==> config.mk <==
export PLATFORM = sky130hd
export DESIGN_NAME = prime_bus_host
export DESIGN_NICKNAME = d
export VERILOG_FILES = /design/src/rtl/prime_bus_host.sv
export SDC_FILE = /design/constraint.sdc
export NUM_CORES = 1
export LEC_CHECK = 0
export CAP_MARGIN = 20
export CORE_MARGIN = 2
export CORE_UTILIZATION = 51
export CTS_CLUSTER_DIAMETER = 100
export DETAILED_ROUTE_END_ITERATION = 8
export PLACE_DENSITY_LB_ADDON = 0.3
export SLEW_MARGIN = 5
export SYNTH_ARGS = -nofsm -noshare
export SYNTH_HDL_FRONTEND = slang
export SYNTH_SLANG_ARGS = --single-unit
==> constraint.sdc <==
create_clock -name clk -period 4.8 [get_ports clk]
set_clock_uncertainty 0.2 [all_clocks]
set_input_delay 0.96 -clock clk [delete_from_list [all_inputs] [get_ports clk]]
set_output_delay 0.96 -clock clk [all_outputs]
set_load 0.005 [all_outputs]
==> src/rtl/prime_bus_host.sv <==
// prime_bus_host
// Host-side bus initiator for the GPIO-emulator CPU bus. It accepts an
// "N-th prime" request and runs a fixed sequence of bus cycles:
//   1. write N to the argument register
//   2. poll the status register until bit 0 reads 0
//   3. read the result register
// It then returns the prime on the response port.
// Every bus cycle has three parts: SETUP, then STROBE_CYCLES of strobe, then
// HOLD. Read data is taken at the end of HOLD.
// Ports:
//   clk, n_reset                     clock, asynchronous active-low reset
//   req_valid/req_ready/req_n        request channel (N, 1-based)
//   rsp_valid/rsp_ready/rsp_prime    response channel
//   rsp_error, rsp_timeout           N==0 reject, MAX_POLLS exhausted
//   saddress/swr/srd/sdata_out       bus outputs
//   sdata_in                         bus read data
// The bus and handshake outputs are decoded straight from the state
// registers. An asynchronous reset therefore drops a strobe at once.
module prime_bus_host #(
  parameter logic [15:0] ADDR_ARG      = 16'h288,
  parameter logic [15:0] ADDR_RES      = 16'h298,
  parameter logic [15:0] ADDR_STAT     = 16'h2A0,
  parameter int          STROBE_CYCLES = 2,
  parameter int          POLL_GAP      = 4,
  parameter int          MAX_POLLS     = 1023
) (
  input  logic        clk,
  input  logic        n_reset,
  input  logic        req_valid,
  output logic        req_ready,
  input  logic [9:0]  req_n,
  output logic        rsp_valid,
  input  logic        rsp_ready,
  output logic [31:0] rsp_prime,
  output logic        rsp_error,
  output logic        rsp_timeout,
  output logic [15:0] saddress,
  output logic        swr,
  output logic        srd,
  output logic [31:0] sdata_out,
  input  logic [31:0] sdata_in
);

  localparam int CW = 16;
  localparam int PW = ($clog2(MAX_POLLS + 1) > 10) ? $clog2(MAX_POLLS + 1) : 10;

  typedef enum logic [2:0] {IDLE, SETUP, STROBE, HOLD, GAP, RESP} state_t;
  typedef enum logic [1:0] {WR_ARG, RD_STAT, RD_RES} phase_t;

  // With no poll gap, the cycle after HOLD goes straight to the next SETUP.
  localparam state_t AFTER_HOLD = (POLL_GAP == 0) ? SETUP : GAP;

  state_t        state, state_nx;
  phase_t        phase, phase_nx;
  logic [CW-1:0] cnt, cnt_nx;
  logic [PW-1:0] poll_cnt, poll_nx;
  logic [9:0]    n_q, n_nx;
  logic [31:0]   prime_q, prime_nx;
  logic          err_q, err_nx, to_q, to_nx;
  logic [15:0]   cur_addr;
  logic          bus_act;

  always_ff @(posedge clk or negedge n_reset) begin
    if (!n_reset) begin
      state    <= IDLE;
      phase    <= WR_ARG;
      cnt      <= '0;
      poll_cnt <= '0;
      n_q      <= '0;
      prime_q  <= '0;
      err_q    <= 1'b0;
      to_q     <= 1'b0;
    end else begin
      state    <= state_nx;
      phase    <= phase_nx;
      cnt      <= cnt_nx;
      poll_cnt <= poll_nx;
      n_q      <= n_nx;
      prime_q  <= prime_nx;
      err_q    <= err_nx;
      to_q     <= to_nx;
    end
  end

  always_comb begin
    state_nx = state;
    phase_nx = phase;
    cnt_nx   = cnt;
    poll_nx  = poll_cnt;
    n_nx     = n_q;
    prime_nx = prime_q;
    err_nx   = err_q;
    to_nx    = to_q;
    case (state)
      IDLE: if (req_valid) begin
        if (req_n == 10'd0) begin
          state_nx = RESP;
          err_nx   = 1'b1;
          to_nx    = 1'b0;
          prime_nx = '0;
        end else begin
          n_nx     = req_n;
          phase_nx = WR_ARG;
          poll_nx  = '0;
          state_nx = SETUP;
        end
      end
      SETUP: begin
        cnt_nx   = '0;
        state_nx = STROBE;
      end
      STROBE: begin
        if (cnt == CW'(STROBE_CYCLES - 1)) state_nx = HOLD;
        else                               cnt_nx   = cnt + CW'(1);
      end
      HOLD: begin
        cnt_nx = '0;
        case (phase)
          WR_ARG: begin
            phase_nx = RD_STAT;
            state_nx = AFTER_HOLD;
          end
          RD_STAT: begin
            poll_nx = poll_cnt + PW'(1);
            // A "done" status takes priority over an expiring poll budget.
            if (!sdata_in[0]) begin
              phase_nx = RD_RES;
              state_nx = SETUP;
            end else if (poll_cnt + PW'(1) == PW'(MAX_POLLS)) begin
              state_nx = RESP;
              to_nx    = 1'b1;
              prime_nx = '0;
            end else begin
              state_nx = AFTER_HOLD;
            end
          end
          default: begin
            state_nx = RESP;
            prime_nx = sdata_in;
          end
        endcase
      end
      GAP: begin
        if (cnt == CW'(POLL_GAP - 1)) state_nx = SETUP;
        else                          cnt_nx   = cnt + CW'(1);
      end
      RESP: if (rsp_ready) begin
        state_nx = IDLE;
        err_nx   = 1'b0;
        to_nx    = 1'b0;
        prime_nx = '0;
      end
      default: state_nx = IDLE;
    endcase
  end

  always_comb begin
    case (phase)
      RD_STAT: cur_addr = ADDR_STAT;
      RD_RES:  cur_addr = ADDR_RES;
      default: cur_addr = ADDR_ARG;
    endcase
  end

  assign bus_act     = (state == SETUP) || (state == STROBE) || (state == HOLD);
  assign saddress    = bus_act ? cur_addr : 16'h0;
  assign sdata_out   = (bus_act && phase == WR_ARG) ? {22'b0, n_q} : 32'h0;
  assign swr         = (state == STROBE) && (phase == WR_ARG);
  assign srd         = (state == STROBE) && (phase != WR_ARG);
  assign req_ready   = (state == IDLE);
  assign rsp_valid   = (state == RESP);
  assign rsp_prime   = prime_q;
  assign rsp_error   = err_q;
  assign rsp_timeout = to_q;

endmodule
# == Word-level counts from Yosys, hierarchy flattened ==
# Cells that the tools add are included.
# totals
reg_bits,75
in_bits,46
word_cells,100
output_inout_bits,86
# op_classes
n_reduce_logical,22
bitwise_logic,1
add_sub_neg,2
n_mux,41
eq_ne,26
# op_table
operator,n
32-bit two-way mux,5
32-bit case mux with 3 select lines,1
32-bit case mux with 2 select lines,1
16-bit two-way mux,3
16-bit case mux with 3 select lines,1
10-bit two-way mux,4
10-bit case mux with 2 select lines,1
3-bit two-way mux,6
"2-bit inequality test, second input constant",9
3-bit case mux with 6 select lines,1
"16-bit by 1-bit adder with 16-bit output, second input constant",1
"16-bit by 1-bit == test with 1-bit output, second input constant",1
"16-bit by 2-bit == test with 1-bit output, second input constant",1
7-bit AND reduction,2
6-bit case mux with 2 select lines,1
4-bit AND reduction,3
"10-bit by 1-bit adder with 10-bit output, second input constant",1
"10-bit == test, second input constant",1
10-bit logical NOT,1
1-bit two-way mux,9
"3-bit inequality test, second input constant",3
2-bit case mux with 2 select lines,2
"3-bit by 2-bit == test with 1-bit output, second input constant",2
"3-bit == test, second input constant",2
other kinds (19),30

# == Longest topological paths before layout ==
# Gate-level depths: netlist (run 1).
# logic_depth
ltp_word,6
mapped_depth,8

# == Worst setup path after synthesis (run 1) ==
# No wires, ideal clock.
# synth_path
path_kind,reg-to-output
from,register state[0]
to,output sdata_out[0]
arrival_ps,1421
slack_ps,2219
stages_incl_launch_ff,7
path_cell_list,dfrtp_1 > buf_2 > clkbuf_1 > o21ai_0 > inv_1 > clkbuf_1 > and3_1
# synth_via
elab_chain_len,5
elab_cells_between_ends,7
cone_classes,3 x eq/ne; 1 x mux; 3 x reduce/logical
# synth_rtl
item,line,rtl
start: declaration,53,"state_t state, state_nx;"
start signal: assignment,74,state <= state_nx;
3-bit by 1-bit == test with 1-bit output / 3-bit by 2-bit == test with 1-bit output (equally long branches),165,assign bus_act = (state == SETUP) || (state == STROBE) || (state == HOLD);
1-bit logical OR,165,
1-bit logical OR (*),165,
via bus_act,61,logic bus_act;
1-bit logical AND (*),167,"assign sdata_out = (bus_act && phase == WR_ARG) ? {22'b0, n_q} : 32'h0;"
10-bit two-way mux (*),167,
end: declaration,40,"output logic [31:0] sdata_out,"
# The timed path passes the listed nets; every way through them passes the cells marked *.

# == Final worst setup path (run 1) ==
# layout_path
from,register state[0]
to,output sdata_out[9]
# layout_via
elab_chain_len,5
elab_cells_between_ends,7
cone_classes,3 x eq/ne; 1 x mux; 3 x reduce/logical
# layout_rtl
item,line
3-bit by 1-bit == test with 1-bit output / 3-bit by 2-bit == test with 1-bit output (equally long branches),165
1-bit logical OR,165
1-bit logical OR (*),165
1-bit logical AND (*),167
10-bit two-way mux (*),167
# Mark *: on every way between the ends. The rest lies on a longest branch, timed or not.

==> summary.md, run 1 <==
| Metric | Value |
|---|---|
| Setup TNS | 0 ps |
| Fmax | 275 MHz |
| Hold Vio Cnt, Final | 0 |
| Worst-Skew Late Latency | 360 ps |
| Pre-Repair DR Iteration Count | 5 |
| PD cells | 528 mW/mm^2 |
| Post-Route Utilization | roughly 65% |
| Seq/Total Area, Yosys | 42.9% |
| Full die area | 0.00934 mm^2 |
| Fin nets | 592 |
| Final Cycle Share | approximately 76% |
| Max VDD drop | ~0.26 mV |
| CTS Buf Count | 9 |
| Minimum setup slack among reg-to-reg paths | 1950 ps |
| R2r worst-path depth | 6 |
| Slew Viols, Final | 0 |
| Placed standard-cell area | 0.00522 mm^2 |
| RSZ-0062 raised after global routing | no |
| Largest net degree at the start of global routing | 50 |
| Post-DP HPWL | 7.62 mm |
| Number of port buffers | 98 |
| Clk Tree Root Cell | clkbuf_8 |
| Residual DRC | 0 |
| Worst Tran Pin Value | 962 ps |
| Die W | 96.6 um |
| Inserted Diodes | 0 |
| Leak Pwr | between 2 and 2.5 nW |
| Crit path DAT | around 2500 ps |
| Max cap viols | 0 |
| I/O pins | between 100 and 150 |
| Layout cells sized above 1 | 6.79% |
| Final GP Congestion | 0.870 |
| Hold path depth | 1 |
| Synthesized area | around 0.0044 mm^2 |
| Register bit total from synthesis | 75 |
| Rel. slew slack | a little over a third |
| Status | finished, final reports clean |
| Layout area overhead | 23.5% |
| Setup crit start kind | flop |
| Async S/R FF share, synth | 100% |
| Post-CTS Setup Inserts | 0 |
| Clock-pin slew on the worst setup and hold paths | 70 ps |
| Antenna violations before repair | 0 |
| Routed Antenna Nets | 0 |
| Initial Utilization | 53.0% |
| Final setup vio count | 0 |
| EDFF count, synth | 0 |
| YS warnings | 0 |
| Most frequent cells in the layout | clkdlybuf4s50_1 (97), dfrtp_1 (75), o21ai_0 (51) |
| GRT Resource Usage Total | 23.2% |
| Mapped Cells | 464 |
| Fin area | 0.00541 mm^2 |
| Avg Inst Size Synth | roughly 9.4 um^2 |
| Clock sinks | between 70 and 80 |
| Synth cell types | 61 |
| Worst-path fanout max | 18 |
| Setup CP Type | reg -> out |
| Commonest non-fill, non-tap cell in the layout | clkdlybuf4s50_1 |
| HP Class | reg -> reg |
| H-tree Lvls | 3 |
| Longest Clk Path Bufs | 2 |
| Routed wire length | 10.9 mm |
| Main flop type after synthesis | dfrtp_1 |
| First-pass GRT wire length | roughly 18 mm |
| # hold bufs at CTS | 0 |
| Grt ovf | 0 |
| Post-cts sizing count | 0 |
| Drt first-iter violations | 237 |
| Cell row count | 33 |
| Critical Path RT | 3640 ps |
| Die height | 96.6 um |
| Core area | 0.00826 mm^2 |
| Total number of vias | 3,816 |
| WHS | 302 ps |
| Post-layout min period | 3640 ps |
| CTS tree | yes |
| Vias in the first global route | 3,788 |
| Via density per instance | 5.87 |
| Crit. End Element | output port |
| Routed len/inst | 16.8 um |
## cell type report
type	instances	area (um^2)
clock inverters	3	40.0
flip-flops and latches	75	1880
repair buffers	103	1030
clock buffers	11	141
multi-input cells	345	2150
fillers	677	2850
well taps	105	131
inverters	8	30.0
## stage by stage
step | cells | power, mW | setup slack [ps]
floorplan | 496 | 1.81 | 2220
global placement | 635 | 2.33 | 1540
detailed placement | 636 | 2.38 | 1420
CTS | 650 | 2.86 | 1170
global route | 650 | 3.05 | 985
finish | 650 | 2.85 | 1160
## sequential cells by signal (all words and copies together), names as in the netlist
register and cells:
rsp_timeout 1, state 3, rsp_prime 32, phase 2
cnt 16, rsp_error 1, n_q 10, poll_cnt 10
## worst paths after layout
path	from	end
min reg2reg	n_q[6]	n_q[6]
min	n_q[6]	n_q[6]
max reg2reg	poll_cnt[0]	rsp_prime[9]
max	state[0]	sdata_out[9]
max in group asynchronous	n_reset	rsp_prime[19]
min in group asynchronous	n_reset	cnt[13]
## cell usage after synthesis (8+ instances only)
cell type	count	share of area, %
inv_1	8	0.69
o21ai_0	51	5.8
a22oi_1	32	5.5
nand2_1	21	1.8
dfrtp_1	75	43
and3_1	13	1.9
clkbuf_1	25	2.1
nor2_1	25	2.1
mux2_2	11	2.8
a21oi_1	13	1.5
nand3_1	8	0.91
buf_4	35	6.0
nand3b_1	34	5.8
or3_1	11	1.6
## cell families after synthesis
| group | count (synthesis) | share of synthesized area [%] |
|---|---|---|
| flops | 75 | 42.9 |
| mux | 12 | 3.06 |
| other cells | 1 | 0.0857 |
| fa+ha+maj | 4 | 1.14 |
| buf+inv | 76 | 10.7 |
| compound gates | 136 | 19.9 |
| simple gates | 153 | 20.7 |
| xor+xnor | 7 | 1.57 |
## routing by layer
layer / part of all wire [%] / vias to the layer above / GRT usage (%)
met4: 2.1 / 0 / 11.1
li1: - / 1801 / -
met2: 50 / 136 / 37.2
met3: 6.3 / 19 / 6.00
met1: 42 / 1860 / 29.3
met5: 0 / - / 0
## power breakdown
group	total [mW]	internal [mW]	switching (mW)
sequential	1.09	0.851	0.234
combinational	1.30	0.680	0.620
clock	0.469	0.247	0.222
## critical path, stage by stage (launching register included)
cell	delay, ps
dfrtp_1	560
o21ai_0	550
inv_1	300
and3_1	250
clkdlybuf4s50_1	460
No activity file was read; power rests on OpenSTA's default activity.
==> inputs of run 2 (changes only) <==
Settings changed: CORE_UTILIZATION 51 to 43.
Clock period 4.8 ns to 3.1 ns, I/O delays scaled along.
==> summary.md, run 2 (synthesis results as in run 1) <==
| Metric | Value |
|---|---|
| Die height | 105 um (+8.5%) |
| Routed len/inst | 15.9 um (-5.3%) |
| Setup TNS | 0 ps (unchanged) |
| Post-layout min period | between 2000 and 3000 ps |
| CTS tree | yes |
| Status | finished, final reports clean |
| Residual DRC | 0 (unchanged) |
| Total number of vias | 3,817 (+0.026%) |
| Grt ovf | 0 (unchanged) |
| Setup CP Type | reg -> out |
| Post-DP HPWL | 7.56 mm (-0.75%) |
| PnR worst setup slack | 185 ps (-977 ps) |
| Worst-path fanout max | 14 (-4) |
| Slowest-stage cell, CP | clkdlybuf4s50_1 |
| HP Class | in -> async |
| Commonest non-fill, non-tap cell in the layout | clkdlybuf4s50_1 |
| Number of port buffers | 98 (unchanged) |
| Slew Viols, Final | 0 (unchanged) |
| Number of flip-flops in the largest register | 32 (unchanged) |
| Layout area overhead | 26.2% |
| Post-cts sizing count | 0 (unchanged) |
| Leak Pwr | 2.26 nW (+2.8%) |
| Routed Antenna Nets | 0 (unchanged) |
| Crit. End Element | output port |
| Initial Utilization | 44.6% (-8.4 points) |
| Antenna violations before repair | 0 (unchanged) |
| Most frequent cells in the layout | clkdlybuf4s50_1 (96), dfrtp_1 (73), o21ai_0 (51) |
| PD cells | 821 mW/mm^2 (+55%) |
| Worst-Skew Late Latency | 360 ps (about the same) |
| Inserted Diodes | 0 (unchanged) |
| GRT Resource Usage Total | 20.1% (-3.1 points) |
| Core area | 0.00982 mm^2 (+19%) |
| Critical Path RT | 2280 ps (-1360 ps) |
| Largest net degree at the start of global routing | 76 (+52%) |
| Routed wire length | 11.0 mm (+0.35%) |
| CTS Buf Count | 9 (unchanged) |
| Final Cycle Share | 94.0% |
| Layout cells sized above 1 | 9.17% (+2.4 points) |
| Post-CTS Setup Inserts | 0 (unchanged) |
| CP max stage delay | 590 ps (+30 ps) |
| # hold bufs at CTS | 0 (unchanged) |
| Final setup vio count | 0 (unchanged) |
| Fin nets | 601 (+1.5%) |
| Final GP Congestion | 0.894 (+2.8%) |
| Die W | 105 um (+8.5%) |
| Drt first-iter violations | 207 (-13%) |
| Setup WS pre-CTS | 222 ps (-1200 ps) |
| Critical-path cell list | inv_1 -> or3_1 -> nor3_1 -> clkdlybuf4s50_1 |
| Crit path DAT | 2090 ps (-390 ps) |
| H-tree Lvls | 3 (unchanged) |
| Full die area | 0.0110 mm^2 (+18%) |
| Pre-Repair DR Iteration Count | 4 (-1) |
| Worst Tran Pin Value | 808 ps (-154 ps) |
| Rel. slew slack | 45.9% (+10 points) |
| Via density per instance | 5.54 (-5.6%) |
| I/O pins | 132 (unchanged) |
| Max VDD drop | 0.521 mV (+100%) |
| Cell row count | 36 (+9.1%) |
| Hold Vio Cnt, Final | 0 (unchanged) |
| Max cap viols | 0 (unchanged) |
| Clock sinks | 75 (unchanged) |
| First-pass GRT wire length | 18.0 mm (about the same) |
| Fmax | about 340 MHz |
| Vias in the first global route | 3,713 (-2.0%) |
| Clock-pin slew on the worst setup and hold paths | 80 ps (about the same) |
| Setup crit start kind | flop |
| Longest Clk Path Bufs | 2 (unchanged) |
| RSZ-0062 raised after global routing | no |
| Clk Tree Root Cell | clkbuf_8 |
## run 2: cell count changes in the layout (fill, tap and decap cells not counted), moves of 2 or more
cell / change
dfrtp_2: +2
buf_4: +9
dfrtp_1: -2
inv_6: +2
## run 2: worst paths after layout
| kind | from | end | slack [ps] | cells past startpoint |
|---|---|---|---|---|
| hold reg to reg | n_q[9] | n_q[9] | 300 | 1 |
| setup / recovery | state[1] | swr | 190 | 4 |
| max in group asynchronous | n_reset | state[1] | 2270 | 2 |
| min in group clk | n_q[9] | n_q[9] | 300 | 1 |
| setup reg to reg | cnt[0] | cnt[11] | 500 | 6 |
| hold / removal | n_reset | n_q[3] | 50 | 2 |
## run 2: power by group
group / total, mW / internal [mW] / switching (mW)
clock: 0.775 / 0.399 / 0.376
sequential: 1.66 / 1.32 / 0.343
combinational: 2.10 / 1.12 / 0.981
total: 4.54 / 2.84 / 1.70
## run 2: routing by layer
| metal | vias up | part of all wire (%) | global-route usage, % |
|---|---|---|---|
| li1 | 1817 | - | - |
| met1 | 1877 | 44 | 26.1 |
| met2 | 111 | 48 | 31.7 |
| met3 | 12 | 6.6 | 6.74 |
| met4 | 0 | 1.4 | 6.29 |
| met5 | - | 0 | 0 |
## run 2: area by class of cell
| type | count | area [um^2] |
|---|---|---|
| fill | 886 | 4290 |
| multi-input combinational | 345 | 2150 |
| sequential | 75 | 1880 |
| timing repair buffer | 112 | 1100 |
| tap | 133 | 166 |
| clock buffer | 11 | 141 |
| clock inverter | 5 | 60.1 |
| inverter | 8 | 30.0 |
## run 2: through the flow
| stage | cell area, um^2 | std cells | util [%] | hold slack [ps] | total power, mW |
|---|---|---|---|---|---|
| detailed placement | 5320 | 673 | 54.2 | 285 | 3.76 |
| CTS | 5520 | 689 | 56.2 | 95.6 | 4.56 |
| floorplan | 4500 | 496 | - | 124 | 2.81 |
| global placement | 5320 | 673 | 54.2 | 281 | 3.71 |
| finish | 5530 | 689 | 56.3 | 52.3 | 4.54 |
| global route | 5530 | 689 | 56.3 | 107 | 4.87 |
## run 2: critical path: cells and delay by family (launching register included)
kind | cells | cell delay, ps
buffers and inverters | 2 | 710
flip-flops | 1 | 500
AND/OR/NAND/NOR | 2 | 540
==> inputs of run 3 (changes only) <==
Settings changed: ABC_AREA set to 1, CORE_MARGIN 2 to 4.
==> summary.md, run 3 <==
| Metric | Value |
|---|---|
| Status | finished, final reports clean |
| Worst-path fanout max | 10 (-4) |
| Clock sinks | 75 (unchanged) |
| CTS tree | yes |
| Setup CP Type | reg -> out |
| Area of the multi-input gates | 0.00215 mm^2 (-0.17%) |
| Commonest non-fill, non-tap cell in the layout | nand2_1 |
| Hold Vio Cnt, Final | 0 (unchanged) |
| Slew Viols, Final | 0 (unchanged) |
| Setup TNS | 0 ps (unchanged) |
| Max cap viols | 0 (unchanged) |
| Synth cell types | 38 (-38%) |
| Avg Inst Size Synth | 7.59 um^2 (-20%) |
| Die W | 110 um (+5.3%) |
| Drt first-iter violations | 341 (+65%) |
| CTS Buf Count | 9 (unchanged) |
| Total number of vias | 3,956 (+3.6%) |
| Inserted Diodes | 0 (unchanged) |
| H-tree Lvls | 3 (unchanged) |
| Fillers | 1,007 (+14%) |
| Clock-pin slew on the worst setup and hold paths | 80 ps (about the same) |
| Cell row count | 37 (+2.8%) |
| Residual DRC | 0 (unchanged) |
| Crit path DAT | 2070 ps (-20 ps) |
| Main flop type after synthesis | dfrtp_1 |
| # hold bufs at CTS | 0 (unchanged) |
| Core area | 0.0103 mm^2 (+4.7%) |
| Fmax | 346 MHz (+0.71%) |
| Area leader, netlist | dfrtp_1 |
| Initial Utilization | 43.9% (-0.70 points) |
| Antenna violations before repair | 0 (unchanged) |
| Routed len/inst | 12.7 um (-20%) |
| Largest net degree at the start of global routing | 45 (-41%) |
| Seq/Total Area, Yosys | 41.6% (-1.3 points) |
| Vias in the first global route | 3,704 (-0.24%) |
| Mapped Cells | 594 (+28%) |
| Clk Tree Root Cell | clkbuf_8 |
| Number of port buffers | 98 (unchanged) |
| Async S/R FF share, synth | 100% (unchanged) |
| Full die area | 0.0122 mm^2 (+11%) |
| Ranking of synthesized cells by area | dfrtp_1 (42%), nand2_1 (16%), buf_4 (7.0%) |
| Post-DP HPWL | 7.67 mm (+1.4%) |
| Most frequent cells in the layout | nand2_1 (192), clkdlybuf4s50_1 (97), dfrtp_1 (75) |
| Flip-flop and latch area | 0.00188 mm^2 (-0.13%) |
| Register bit total from synthesis | 75 (unchanged) |
| Crit. End Element | output port |
| Post-layout min period | 2890 ps (-20.4 ps) |
| Final Cycle Share | 93.4% (-0.66 points) |
| Rel. slew slack | 49.8% (+3.9 points) |
| Finished Layout Cells | 829 (+20%) |
| Leak Pwr | 2.64 nW (+17%) |
| Longest Clk Path Bufs | 2 (unchanged) |
| Max VDD drop | 0.473 mV (-9.3%) |
| RSZ-0062 raised after global routing | no |
| Synth top cells by count | nand2_1 (194), dfrtp_1 (75), nor2_1 (56) |
| Number of flip-flops in the largest register | 32 (unchanged) |
| Grt ovf | 0 (unchanged) |
| YS warnings | 0 (unchanged) |
| Routed Antenna Nets | 0 (unchanged) |
| GRT Resource Usage Total | 17.6% (-2.5 points) |
| PnR worst setup slack | 206 ps (+20.4 ps) |
| Layout cells sized above 1 | 8.37% (-0.80 points) |
| Yosys top cell area share | 41.6% (-1.3 points) |
| Fin nets | 738 (+23%) |
| Routed wire length | 10.6 mm (-3.5%) |
| HP Class | in -> async |
| PD cells | 790 mW/mm^2 (-3.7%) |
| EDFF count, synth | 0 (unchanged) |
| Setup crit start kind | flop |
| Die height | 110 um (+5.3%) |
| First-pass GRT wire length | 18.0 mm (-0.46%) |
| Layout area overhead | 25.3% |
| Synthesized area | 0.00451 mm^2 (+3.0%) |
| Pre-Repair DR Iteration Count | 5 (+1) |
| I/O pins | 132 (unchanged) |
| Setup WS pre-CTS | 407 ps (+185 ps) |
| Worst-Skew Late Latency | 360 ps (about the same) |
| Placed insts | 813 (+21%) |
| Total Power Consumption | 4.47 mW (-1.6%) |
| Final GP Congestion | 0.904 (+1.0%) |
| Count leader, synth | nand2_1 |
| Via density per instance | 4.77 (-14%) |
| Final setup vio count | 0 (unchanged) |
| Critical Path RT | 2280 ps (about the same) |
| Post-CTS Setup Inserts | 0 (unchanged) |
| Worst Tran Pin Value | 753 ps (-54.8 ps) |
## run 3: logic make-up after synthesis
kind of cell,count (synthesis),synth area share [%]
adders and majority gates,4,1.11
and+or+nand+nor,347,36.2
buffers and inverters,112,13.5
AOI/OAI and AO/OA,45,5.58
DFF,75,41.6
xor gates and xnor gates,10,1.94
other,1,0.0832
## run 3: cell type report
class | count | area share, %
multi-input cells | 439 | 38.0
flip-flops and latches | 75 | 33.2
repair buffers | 103 | 18.2
inverters | 60 | 4.03
well taps | 136 | 3.01
clock buffers | 9 | 2.19
clock inverters | 7 | 1.35
## run 3: path summary, 6_finish.rpt
kind,cells past startpoint,start,end,slack [ps]
setup / recovery,6,state[2],sdata_out[2],210
hold reg to reg,2,rsp_prime[12],rsp_prime[12],280
setup reg to reg,13,poll_cnt[1],rsp_prime[28],510
max in group asynchronous,2,n_reset,n_q[8],1880
hold / removal,1,n_reset,rsp_prime[18],130
min in group clk,2,rsp_prime[12],rsp_prime[12],280
## run 3: worst max-delay path, stage by stage (launching register included)
cell and delay (ps):
dfrtp_1 460, inv_2 140, nand2_1 160, nand2_2 160
nand2_2 150, nor2_1 130, clkdlybuf4s50_1 520
## run 3: report_power, final
part	internal (mW)	leakage [nW]	switching (mW)
Sequential	1.27	1.01	0.186
Clock	0.376	0.0958	0.393
Combinational	0.978	1.53	1.26
Total	2.63	2.64	1.84
## run 3: stage by stage
step / hold WS [ps] / utilization [%] / area (um^2)
CTS: 152 / 54.9 / 5650
detailed placement: 259 / 53.0 / 5440
global placement: 253 / 53.0 / 5440
finish: 128 / 55.0 / 5650
floorplan: 124 / - / 4630
global route: 200 / 55.0 / 5650
## run 3: routing by layer
metal  wire (um)  up-vias  GRT usage, %
met5           0        -             0
met4         129        0          5.09
met3         763       10          4.77
met2        4570      129          27.0
met1        5100     1823          24.3
li1            -     1994             -
## run 3: what timing repair did
item,in CTS,in global routing
gates cloned,0,0
setup endpoints to repair,1,8
gates resized for setup,1,1
